**config.mk**
```make
export PLATFORM = sky130hd
export DESIGN_NAME = divide_arbiter_flat
export DESIGN_NICKNAME = d
export VERILOG_FILES = /design/src/rtl/divide_arbiter_pkg.sv /design/src/rtl/divide_arbiter_if.sv /design/src/rtl/divide_arbiter_rr_pick.sv /design/src/rtl/divide_arbiter.sv /design/src/flat_wrapper.sv
export SDC_FILE = /design/constraint.sdc
export NUM_CORES = 1
export LEC_CHECK = 0
export BUFFER_PORTS_ARGS = -buffer_cell sky130_fd_sc_hd__buf_4
export CAP_MARGIN = 20
export CORE_AREA = 2 2 143 145
export CTS_BUF_LIST = sky130_fd_sc_hd__clkbuf_4
export DETAILED_ROUTE_END_ITERATION = 8
export DIE_AREA = 0 0 145 147
export GPL_ROUTABILITY_DRIVEN = 0
export PLACE_DENSITY_LB_ADDON = 0.05
export SLEW_MARGIN = 20
export SYNTH_ARGS = -nofsm -noshare
export SYNTH_HDL_FRONTEND = slang
export SYNTH_HIERARCHICAL = 1
export SYNTH_SLANG_ARGS = --single-unit
```
**constraint.sdc**
```tcl
create_clock -name clock -period 4.9 [get_ports clock]
set_input_delay 0.735 -clock clock [delete_from_list [all_inputs] [get_ports clock]]
set_output_delay 0.735 -clock clock [all_outputs]
set_load 0.01 [all_outputs]
```
**src/rtl/divide_arbiter_pkg.sv**
```systemverilog
// Shared types and constants for the divider arbiter slice.
// State encoding, error quotient pattern, exponent width and a
// constant-evaluable clog2 used to size IDs and the watchdog.
package divide_arb_pkg;

  typedef enum logic [1:0] {
    IDLE  = 2'd0,
    ISSUE = 2'd1,
    WAIT  = 2'd2,
    RESP  = 2'd3
  } arb_state_e;

  localparam int EXP_W = 6;

  // Wide enough for any practical DSIZE; sliced to 2*DSIZE at use.
  localparam logic [127:0] ERR_Q = '1;

  function automatic int clog2(input int v);
    int r;
    r = 0;
    while ((1 << r) < v) r = r + 1;
    return r;
  endfunction

endpackage

```
**src/rtl/divide_arbiter_if.sv**
```systemverilog
// Requester-side bus of the divider arbiter: request handshake with
// packed operands plus the shared one-cycle response pulse.
// slave = arbiter side, master = client side.
interface divide_arbiter_if
  import divide_arb_pkg::*;
#(
  parameter int DSIZE = 24,
  parameter int NREQ  = 4,
  parameter int IDW   = 2
) ();
  logic [NREQ-1:0]       req_valid;
  logic [NREQ*DSIZE-1:0] req_n;
  logic [NREQ*DSIZE-1:0] req_d;
  logic [NREQ-1:0]       req_ready;
  logic                  resp_valid;
  logic [IDW-1:0]        resp_id;
  logic [2*DSIZE-1:0]    resp_q;
  logic [EXP_W-1:0]      resp_exp;
  logic                  resp_err;

  modport slave (
    input  req_valid, req_n, req_d,
    output req_ready, resp_valid, resp_id, resp_q, resp_exp, resp_err
  );

  modport master (
    output req_valid, req_n, req_d,
    input  req_ready, resp_valid, resp_id, resp_q, resp_exp, resp_err
  );
endinterface

```
**src/rtl/divide_arbiter_rr_pick.sv**
```systemverilog
// Combinational round-robin picker: first set request at or above the
// pointer, wrapping around; returns one-hot grant, index and any-flag.
module divide_rr_pick #(
  parameter int NREQ = 4,
  parameter int IDW  = 2
) (
  input  logic [NREQ-1:0] req_i,
  input  logic [IDW-1:0]  ptr_i,
  output logic [NREQ-1:0] gnt_o,
  output logic [IDW-1:0]  idx_o,
  output logic            any_o
);
  logic           found;
  logic [IDW-1:0] cidx;

  // Scan from the pointer upward; the first hit wins.
  always_comb begin
    gnt_o = '0;
    idx_o = '0;
    found = 1'b0;
    cidx  = '0;
    for (int k = 0; k < NREQ; k++) begin
      cidx = IDW'((int'(ptr_i) + k) % NREQ);
      if (!found && req_i[cidx]) begin
        found       = 1'b1;
        idx_o       = cidx;
        gnt_o[cidx] = 1'b1;
      end
    end
  end

  assign any_o = found;
endmodule

```
**src/rtl/divide_arbiter.sv**
```systemverilog
// Round-robin sharing of one divide_Newton instance among NREQ clients.
// IDLE picks a winner and pulses its grant, ISSUE fires the divider
// enable, WAIT runs a watchdog until VALID, RESP pulses the answer.
// Optional: DIVARB_ZERO_BYPASS_EN answers zero-divisor requests with an
// error response without touching the divider.
module divide_arbiter
  import divide_arb_pkg::*;
#(
  parameter int DSIZE   = 24,
  parameter int NREQ    = 4,
  parameter int IDW     = clog2(NREQ),
  parameter int TIMEOUT = 63
) (
  input  logic               clock,
  input  logic               rst,
  divide_arbiter_if.slave    bus,
  output logic               busy,
  output logic [DSIZE-1:0]   div_n,
  output logic [DSIZE-1:0]   div_d,
  output logic               div_enable,
  input  logic [2*DSIZE-1:0] div_q,
  input  logic [EXP_W-1:0]   div_exp,
  input  logic               div_valid,
  input  logic               div_rdy
);
  localparam int WDW = clog2(TIMEOUT + 1);

  arb_state_e         state_q;
  logic [IDW-1:0]     ptr_q, ptr_d;
  logic [WDW-1:0]     wd_q;
  logic [IDW-1:0]     cur_id_q;
  logic [NREQ-1:0]    req_ready_q;
  logic               resp_valid_q;
  logic [IDW-1:0]     resp_id_q;
  logic [2*DSIZE-1:0] resp_q_q;
  logic [EXP_W-1:0]   resp_exp_q;
  logic               resp_err_q;
  logic               busy_q;
  logic [DSIZE-1:0]   div_n_q, div_d_q;
  logic               div_enable_q;
`ifdef DIVARB_ZERO_BYPASS_EN
  logic               byp_q;
`endif

  logic [DSIZE-1:0]   n_arr [NREQ];
  logic [DSIZE-1:0]   d_arr [NREQ];
  logic [NREQ-1:0]    pick_gnt;
  logic [IDW-1:0]     pick_idx;
  logic               pick_any;

  for (genvar i = 0; i < NREQ; i++) begin : g_slice
    assign n_arr[i] = bus.req_n[i*DSIZE +: DSIZE];
    assign d_arr[i] = bus.req_d[i*DSIZE +: DSIZE];
  end

  divide_rr_pick #(.NREQ(NREQ), .IDW(IDW)) u_pick (
    .req_i (bus.req_valid),
    .ptr_i (ptr_q),
    .gnt_o (pick_gnt),
    .idx_o (pick_idx),
    .any_o (pick_any)
  );

  // Pointer moves one past the winner, wrapping at NREQ.
  always_comb begin
    ptr_d = (pick_idx == IDW'(NREQ - 1)) ? '0 : pick_idx + IDW'(1);
  end

  // Arbitration FSM; every output is a register loaded here.
  always_ff @(posedge clock or posedge rst) begin
    if (rst) begin
      state_q      <= IDLE;
      ptr_q        <= '0;
      wd_q         <= '0;
      cur_id_q     <= '0;
      req_ready_q  <= '0;
      resp_valid_q <= 1'b0;
      resp_id_q    <= '0;
      resp_q_q     <= '0;
      resp_exp_q   <= '0;
      resp_err_q   <= 1'b0;
      busy_q       <= 1'b0;
      div_n_q      <= '0;
      div_d_q      <= '0;
      div_enable_q <= 1'b0;
`ifdef DIVARB_ZERO_BYPASS_EN
      byp_q        <= 1'b0;
`endif
    end else begin
      req_ready_q  <= '0;
      div_enable_q <= 1'b0;
      case (state_q)
        IDLE: begin
          if (div_rdy && pick_any) begin
            req_ready_q <= pick_gnt;
            div_n_q     <= n_arr[pick_idx];
            div_d_q     <= d_arr[pick_idx];
            cur_id_q    <= pick_idx;
            ptr_q       <= ptr_d;
            busy_q      <= 1'b1;
`ifdef DIVARB_ZERO_BYPASS_EN
            if (d_arr[pick_idx] == '0) begin
              state_q <= RESP;
              byp_q   <= 1'b1;
            end else begin
              state_q <= ISSUE;
            end
`else
            state_q     <= ISSUE;
`endif
          end
        end
        ISSUE: begin
          div_enable_q <= 1'b1;
          wd_q         <= '0;
          state_q      <= WAIT;
        end
        WAIT: begin
          if (div_valid) begin
            resp_valid_q <= 1'b1;
            resp_id_q    <= cur_id_q;
            resp_q_q     <= div_q;
            resp_exp_q   <= div_exp;
            resp_err_q   <= 1'b0;
            state_q      <= RESP;
          end else if (wd_q == WDW'(TIMEOUT - 1)) begin
            resp_valid_q <= 1'b1;
            resp_id_q    <= cur_id_q;
            resp_q_q     <= ERR_Q[2*DSIZE-1:0];
            resp_exp_q   <= '0;
            resp_err_q   <= 1'b1;
            state_q      <= RESP;
          end else begin
            wd_q <= wd_q + WDW'(1);
          end
        end
        RESP: begin
`ifdef DIVARB_ZERO_BYPASS_EN
          if (byp_q) begin
            // Grant cycle is done; now present the error response.
            byp_q        <= 1'b0;
            resp_valid_q <= 1'b1;
            resp_id_q    <= cur_id_q;
            resp_q_q     <= ERR_Q[2*DSIZE-1:0];
            resp_exp_q   <= '0;
            resp_err_q   <= 1'b1;
          end else begin
            resp_valid_q <= 1'b0;
            busy_q       <= 1'b0;
            state_q      <= IDLE;
          end
`else
          resp_valid_q <= 1'b0;
          busy_q       <= 1'b0;
          state_q      <= IDLE;
`endif
        end
        default: state_q <= IDLE;
      endcase
    end
  end

  assign bus.req_ready  = req_ready_q;
  assign bus.resp_valid = resp_valid_q;
  assign bus.resp_id    = resp_id_q;
  assign bus.resp_q     = resp_q_q;
  assign bus.resp_exp   = resp_exp_q;
  assign bus.resp_err   = resp_err_q;
  assign busy           = busy_q;
  assign div_n          = div_n_q;
  assign div_d          = div_d_q;
  assign div_enable     = div_enable_q;
endmodule

```
**src/flat_wrapper.sv**
```systemverilog
// flat-port wrapper written by rule: the top's interface ports become plain ports
module divide_arbiter_flat import divide_arb_pkg::*;
#(
  parameter int DSIZE   = 24,
  parameter int NREQ    = 4,
  parameter int IDW     = clog2(NREQ),
  parameter int TIMEOUT = 63
)
  (clock, rst, busy, div_n, div_d, div_enable, div_q, div_exp, div_valid, div_rdy, bus_req_valid, bus_req_n, bus_req_d, bus_req_ready, bus_resp_valid, bus_resp_id, bus_resp_q, bus_resp_exp, bus_resp_err);
  divide_arbiter_if #(.DSIZE(DSIZE), .NREQ(NREQ), .IDW(IDW)) bus_i ();
  input  logic clock;
  input  logic rst;
  output logic busy;
  output logic [DSIZE-1:0] div_n;
  output logic [DSIZE-1:0] div_d;
  output logic div_enable;
  input  logic [2*DSIZE-1:0] div_q;
  input  logic [EXP_W-1:0] div_exp;
  input  logic div_valid;
  input  logic div_rdy;
  input wire logic [$bits(bus_i.req_valid)-1:0] bus_req_valid;
  input wire logic [$bits(bus_i.req_n)-1:0] bus_req_n;
  input wire logic [$bits(bus_i.req_d)-1:0] bus_req_d;
  output wire logic [$bits(bus_i.req_ready)-1:0] bus_req_ready;
  output wire logic [$bits(bus_i.resp_valid)-1:0] bus_resp_valid;
  output wire logic [$bits(bus_i.resp_id)-1:0] bus_resp_id;
  output wire logic [$bits(bus_i.resp_q)-1:0] bus_resp_q;
  output wire logic [$bits(bus_i.resp_exp)-1:0] bus_resp_exp;
  output wire logic [$bits(bus_i.resp_err)-1:0] bus_resp_err;
  assign bus_i.req_valid = bus_req_valid;
  assign bus_i.req_n = bus_req_n;
  assign bus_i.req_d = bus_req_d;
  assign bus_req_ready = bus_i.req_ready;
  assign bus_resp_valid = bus_i.resp_valid;
  assign bus_resp_id = bus_i.resp_id;
  assign bus_resp_q = bus_i.resp_q;
  assign bus_resp_exp = bus_i.resp_exp;
  assign bus_resp_err = bus_i.resp_err;
  divide_arbiter #(.DSIZE(DSIZE), .NREQ(NREQ), .IDW(IDW), .TIMEOUT(TIMEOUT)) u_core (.clock(clock), .rst(rst), .bus(bus_i), .busy(busy), .div_n(div_n), .div_d(div_d), .div_enable(div_enable), .div_q(div_q), .div_exp(div_exp), .div_valid(div_valid), .div_rdy(div_rdy));
endmodule
```
Word level (Yosys, flattened, before mapping):

Index checks and enable logic that the tools add are counted.

* bits in registers: 124
* input port bits: 254
* logic and storage cells: 120

* $add $sub $neg: 5
* magnitude comparators: 9
* equality and inequality tests: 9
* mux-type cells: 57
* bitwise operators: 4
* reductions and logical operators: 22

Operators by type and width (number)
* $bmux 24 s2: 2
* $mux 24: 4
* $mux 48: 2
* $mux 4: 6
* $mux 6: 4
* $mux 2: 10
* $mux 1: 17
* $lt 2x3->1 const B: 4
* $or 4x4->4: 3
* $pmux 6 s2: 1
* $reduce_and 2->1: 5
* $bmux 1 s2: 4
* $demux 1 s2: 4
* $ge 2x1->1 const B: 4
* $logic_and 1x1->1: 8
* $pmux 2 s4: 1
* $reduce_bool 2->1: 4
* $add 6x1->6 const B: 1
* $eq 2x2->1 const B: 3
* $eq 6x6->1 const B: 1
* $add 2x1->2 const B: 2
* $add 2x2->2 const B: 2
* $ne 2x2->1 const B: 2
* $pmux 1 s2: 2
* 8 further kinds: 10

Longest topological paths before layout:

* word-level depth: 16
* mapped depth: 13
* depth with buffers taken out: 9

Cells and area by module:

The synthesis kept the hierarchy.

By module, submodules not included
* divide_arbiter: times used 1, cells each 591, area an instance 6113.4 um2
* divide_rr_pick: times used 1, cells each 45, area an instance 419.2 um2

Worst setup path before layout:

No wires, ideal clock.

* kind: register to register
* start point: register u_core.ptr_q[0]
* end point: register u_core.div_d_q[3] (netlist: u_core/div_d[3])
* library setup time: 0.117 ns
* arrival time: 2.791 ns
* data required time: 4.783 ns
* path slack: 1.993 ns
* cell stages (with the launch flop): 14
* path buffers: 4
* cell sequence: dfrtp_1 > buf_6 > inv_1 > ha_1 > mux4_2 > buf_6 > nor4b_4 > nor2_1 > a32o_1 > buf_2 > buf_2 > mux4_2 > nand2_1 > nand2_1

* word-level cells in the longest chain between the ends: 16
* elaborated cells on any way between the ends: 31

Ends and longest elaborated chain
* from (decl): RTL line divide_arbiter.sv:29 `logic [IDW-1:0] ptr_q, ptr_d;`
* from (signal assigned): RTL line divide_arbiter.sv:99 `ptr_q <= ptr_d;`
* branches (longest 11 deep; another with $add 2x1->2)
* $mux 2 *: RTL line divide_arbiter_rr_pick.sv:24 `if (!found && req_i[cidx]) begin`
* via u_core.pick_idx[1]: RTL line divide_arbiter.sv:48 `logic [IDW-1:0] pick_idx;`
* $not 2->3 (implied by the code) *: RTL line divide_arbiter.sv:97 `div_d_q <= d_arr[pick_idx];`
* $bmux 24 s2 *: RTL line divide_arbiter.sv:97
* $mux 24 (implied by the code) * (2 in series): RTL line divide_arbiter.sv:97
* to (signal assigned): RTL line divide_arbiter.sv:97
* to (decl): RTL line divide_arbiter.sv:39 `logic [DSIZE-1:0] div_n_q, div_d_q;`

Mark *: on every way through the listed nets, which the timed path passes. The select of a mux whose other input is x is not followed.
A chain may end at the register's enable or synchronous reset.

Final worst setup path:

* start point: register u_core.ptr_q[0]
* end point: register u_core.div_d_q[16] (netlist: u_core/div_d[16])

Same word-level chain as after synthesis.

==> metrics <==
outcome=finished, final reports clean; dominant cell by count in the synthesized netlist=sky130_fd_sc_hd__nand2_1; setup_tns=0 ns; Total GRT Usage=0.217; R2R Path Start=u_core/ptr_q[0]; fraction of the yosys area taken by sequential cells=0.475; number of input and output port buffers inserted=365; Hold WC Path Type=input pin to flop; Synth top cells by count=sky130_fd_sc_hd__nand2_1, sky130_fd_sc_hd__dfrtp_1, sky130_fd_sc_hd__o21ai_0; # nets final=1250; number of global-route vias before repair=6048; drt total wl=23300 um; average size of a mapped cell=10.3 um^2; area share of fa/ha/maj cells after synthesis=0.0230; detailed-placement wirelength estimate=17500 um; area share of the largest cell type after synthesis=0.475; VDD IR max=321 uV; post-route total power=5.81 mW; Finish-stage setup viols=0; largest family of logic cells by synthesized area=multiplexers; Synth Warn #=6; die width=145 um; cell count after synthesis=636; antenna violation net count after detailed routing=0; critical path buffer and inverter count=2; count of flip-flops with a built-in enable after synthesis=0; post-synthesis compound-gate area fraction=0.0747; crit end category=flop; DR iter-0 viols=285; worst reg2reg endpoint=u_core/div_d[16]; Most used DFF post-synth=sky130_fd_sc_hd__dfrtp_1; final routed DRC violation total=0; TritonCTS Sinks=124; dominant cells by area after synthesis=sky130_fd_sc_hd__dfrtp_1, sky130_fd_sc_hd__nand2_1, sky130_fd_sc_hd__mux4_2, sky130_fd_sc_hd__mux4_1, sky130_fd_sc_hd__o21ai_0; number of search-and-repair iterations in the first detailed-routing pass=4; largest buffer count on any clock path=2; largest incremental delay on the critical path=0.72 ns; Root Buffer=sky130_fd_sc_hd__clkbuf_4; setup repair after global routing missed its margin=no; Max stage delay cell, worst path=sky130_fd_sc_hd__dfrtp_1; Critical Path RT=5.32 ns; syn nets=902; number of vias per cell after detailed routing=4.76; min cycle time layout=3.94 ns; post-CTS setup-driven buffer insertion count=0; netlist area before placement=6530 um^2; final number of hold-violating endpoints=0; pin count of the biggest net entering global routing=97; number of hold-repair buffers added at the cts stage=0; WHS Path Cells=3; H-tree depth reported by CTS=4; peak fanout along the critical path=27; Data arrival, critical path=4.36 ns; number of I/O pins=366; clock tree from TritonCTS=built; die area=21300 um^2; share of flip-flops with an asynchronous set or reset after synthesis=1.00; Max Clock Skew=0.0193 ns; die span in y=147 um; number of max-slew violations in the final report=0; CTS clock-pin slew for the worst setup and hold paths=0.12 ns; GRT overflow=0; worst-case register-to-register setup slack=0.96 ns; proportion of layout cells with a drive suffix above 1=0.456; area leader, netlist=sky130_fd_sc_hd__dfrtp_1; post-synthesis sequential element count=124; maximum clock frequency=254 MHz; transition time of the tightest slew-check pin=0.900 ns; XOR/XNOR share of the synthesized area=0.00268; Resize count post-CTS=0; area growth from synthesis to layout=48.9%; Worst Hold Launch=div_q[12]; total via count after detailed routing=6042; starting density of the core=0.329; total clock buffers created by CTS=17; mux cell area share after synthesis=0.196; cell type group with the largest total delay on the critical path=compound AO/OA/AOI/OAI gates; Cell Chain, Critical Path=inv_1 -> ha_1 -> mux4_2 -> o311ai_0 -> a32o_2 -> buf_4 -> mux4_2 -> nand2_1 -> nand2_1; Leakage=5.00 nW; first-pass GRT wire length=35000 um; Avg WL per Cell=18.4 um; power density normalized to cell area=597 nW/um^2; number of cell instances on the worst register-to-register path=9; # Max-Cap Violations=0; worst slew slack as a fraction of its limit=0.400; library cells used by synthesis=37; Setup crit start kind=flop; worst-case hold path end point=u_core/bus.resp_q[12]; core area=19800 um^2; Critical Setup Path Class=flop to flop; # rows=52; portion of the clock cycle consumed by the worst path in the final layout=0.804; antenna violations before repair=1; Post-Synth Simple-Gate Area=0.185; insertion delay of the later-clocked pin in the worst-skew pair=0.53 ns
placed cells by master, fill, tap and decap left out, types with 6 or more instances in the layout:
master / instances
sky130_fd_sc_hd__a22oi_1: 8
sky130_fd_sc_hd__buf_4: 371
sky130_fd_sc_hd__clkbuf_4: 17
sky130_fd_sc_hd__nand2_1: 268
sky130_fd_sc_hd__mux4_2: 39
sky130_fd_sc_hd__dfrtp_1: 124
sky130_fd_sc_hd__o21ai_0: 65
sky130_fd_sc_hd__ha_1: 12
sky130_fd_sc_hd__mux4_1: 13
sky130_fd_sc_hd__inv_1: 9
sky130_fd_sc_hd__clkinv_4: 6
sky130_fd_sc_hd__nand3_1: 9
tightest hold or removal path, delay by kind of cell:
family                 cells  cell delay [ns]
AND/OR/NAND/NOR            2             0.09
buffers and inverters      1             0.08
worst max path at each step:
| stage | cells past startpoint | startpoint | to | slack, ns |
|---|---|---|---|---|
| 6_report | 9 | u_core/ptr_q[0] | u_core/div_d[16] | 0.96 |
| 5_1_grt | 9 | u_core/ptr_q[0] | u_core/div_d[6] | 0.72 |
| 4_1_cts | 9 | u_core/ptr_q[0] | u_core/div_d[13] | 0.98 |
| 3_3_place_gp | 9 | u_core/ptr_q[0] | u_core/div_d[17] | 1.15 |
| 3_5_place_dp | 9 | u_core/ptr_q[0] | u_core/div_d[13] | 1.00 |
| 2_1_floorplan | 1 | rst | u_core/bus.req_ready[0] | 0.87 |
cell families after synthesis:
logic type	Yosys count
mux	57
compound gates	87
flops	124
buf+inv	53
xor+xnor	2
fa+ha+maj	12
simple gates	301
per-stage QoR:
step | instance area (um^2) | std cells | setup WS [ns] | utilization | hold slack, ns
floorplan | 6530 | 636 | 0.866 | - | 0.446
global placement | 9470 | 1235 | 1.15 | 0.477 | 0.462
detailed placement | 9470 | 1235 | 1.00 | 0.477 | 0.464
CTS | 9720 | 1267 | 0.979 | 0.490 | 0.319
global route | 9730 | 1268 | 0.716 | 0.490 | 0.317
finish | 9730 | 1268 | 0.961 | 0.490 | 0.390
cell type report:
class                   count  area, um^2
diodes                      1        2.50
multi-input cells         459        3180
clock inverters            15         128
well taps                 270         338
repair buffers            372        2810
clock buffers              17         128
inverters                  10        42.5
flip-flops and latches    124        3100
fillers                  1920       10100
power breakdown:
group          internal [mW]  switching [mW]
Clock                  0.249           0.419
Sequential              1.47           0.278
Combinational           1.73            1.66
registers in the layout (all words and copies together), names as in the netlist, 2 cells and up:
| register | flops |
|---|---|
| u_core/bus.req_ready | 4 |
| u_core/bus.resp_exp | 6 |
| u_core/bus.resp_id | 2 |
| u_core/bus.resp_q | 48 |
| u_core/cur_id_q | 2 |
| u_core/div_d | 24 |
| u_core/div_n | 24 |
| u_core/ptr_q | 2 |
| u_core/state_q | 2 |
| u_core/wd_q | 6 |
metal layers:
| metal | vias to the layer above | wire length, um | GRT usage |
|---|---|---|---|
| li1 | 2894 | - | - |
| met1 | 2835 | 8910 | 0.254 |
| met2 | 285 | 11700 | 0.370 |
| met3 | 28 | 1970 | 0.0739 |
| met4 | 0 | 673 | 0.0822 |
| met5 | - | 0 | 0 |
No activity file was read; power rests on OpenSTA's default activity.
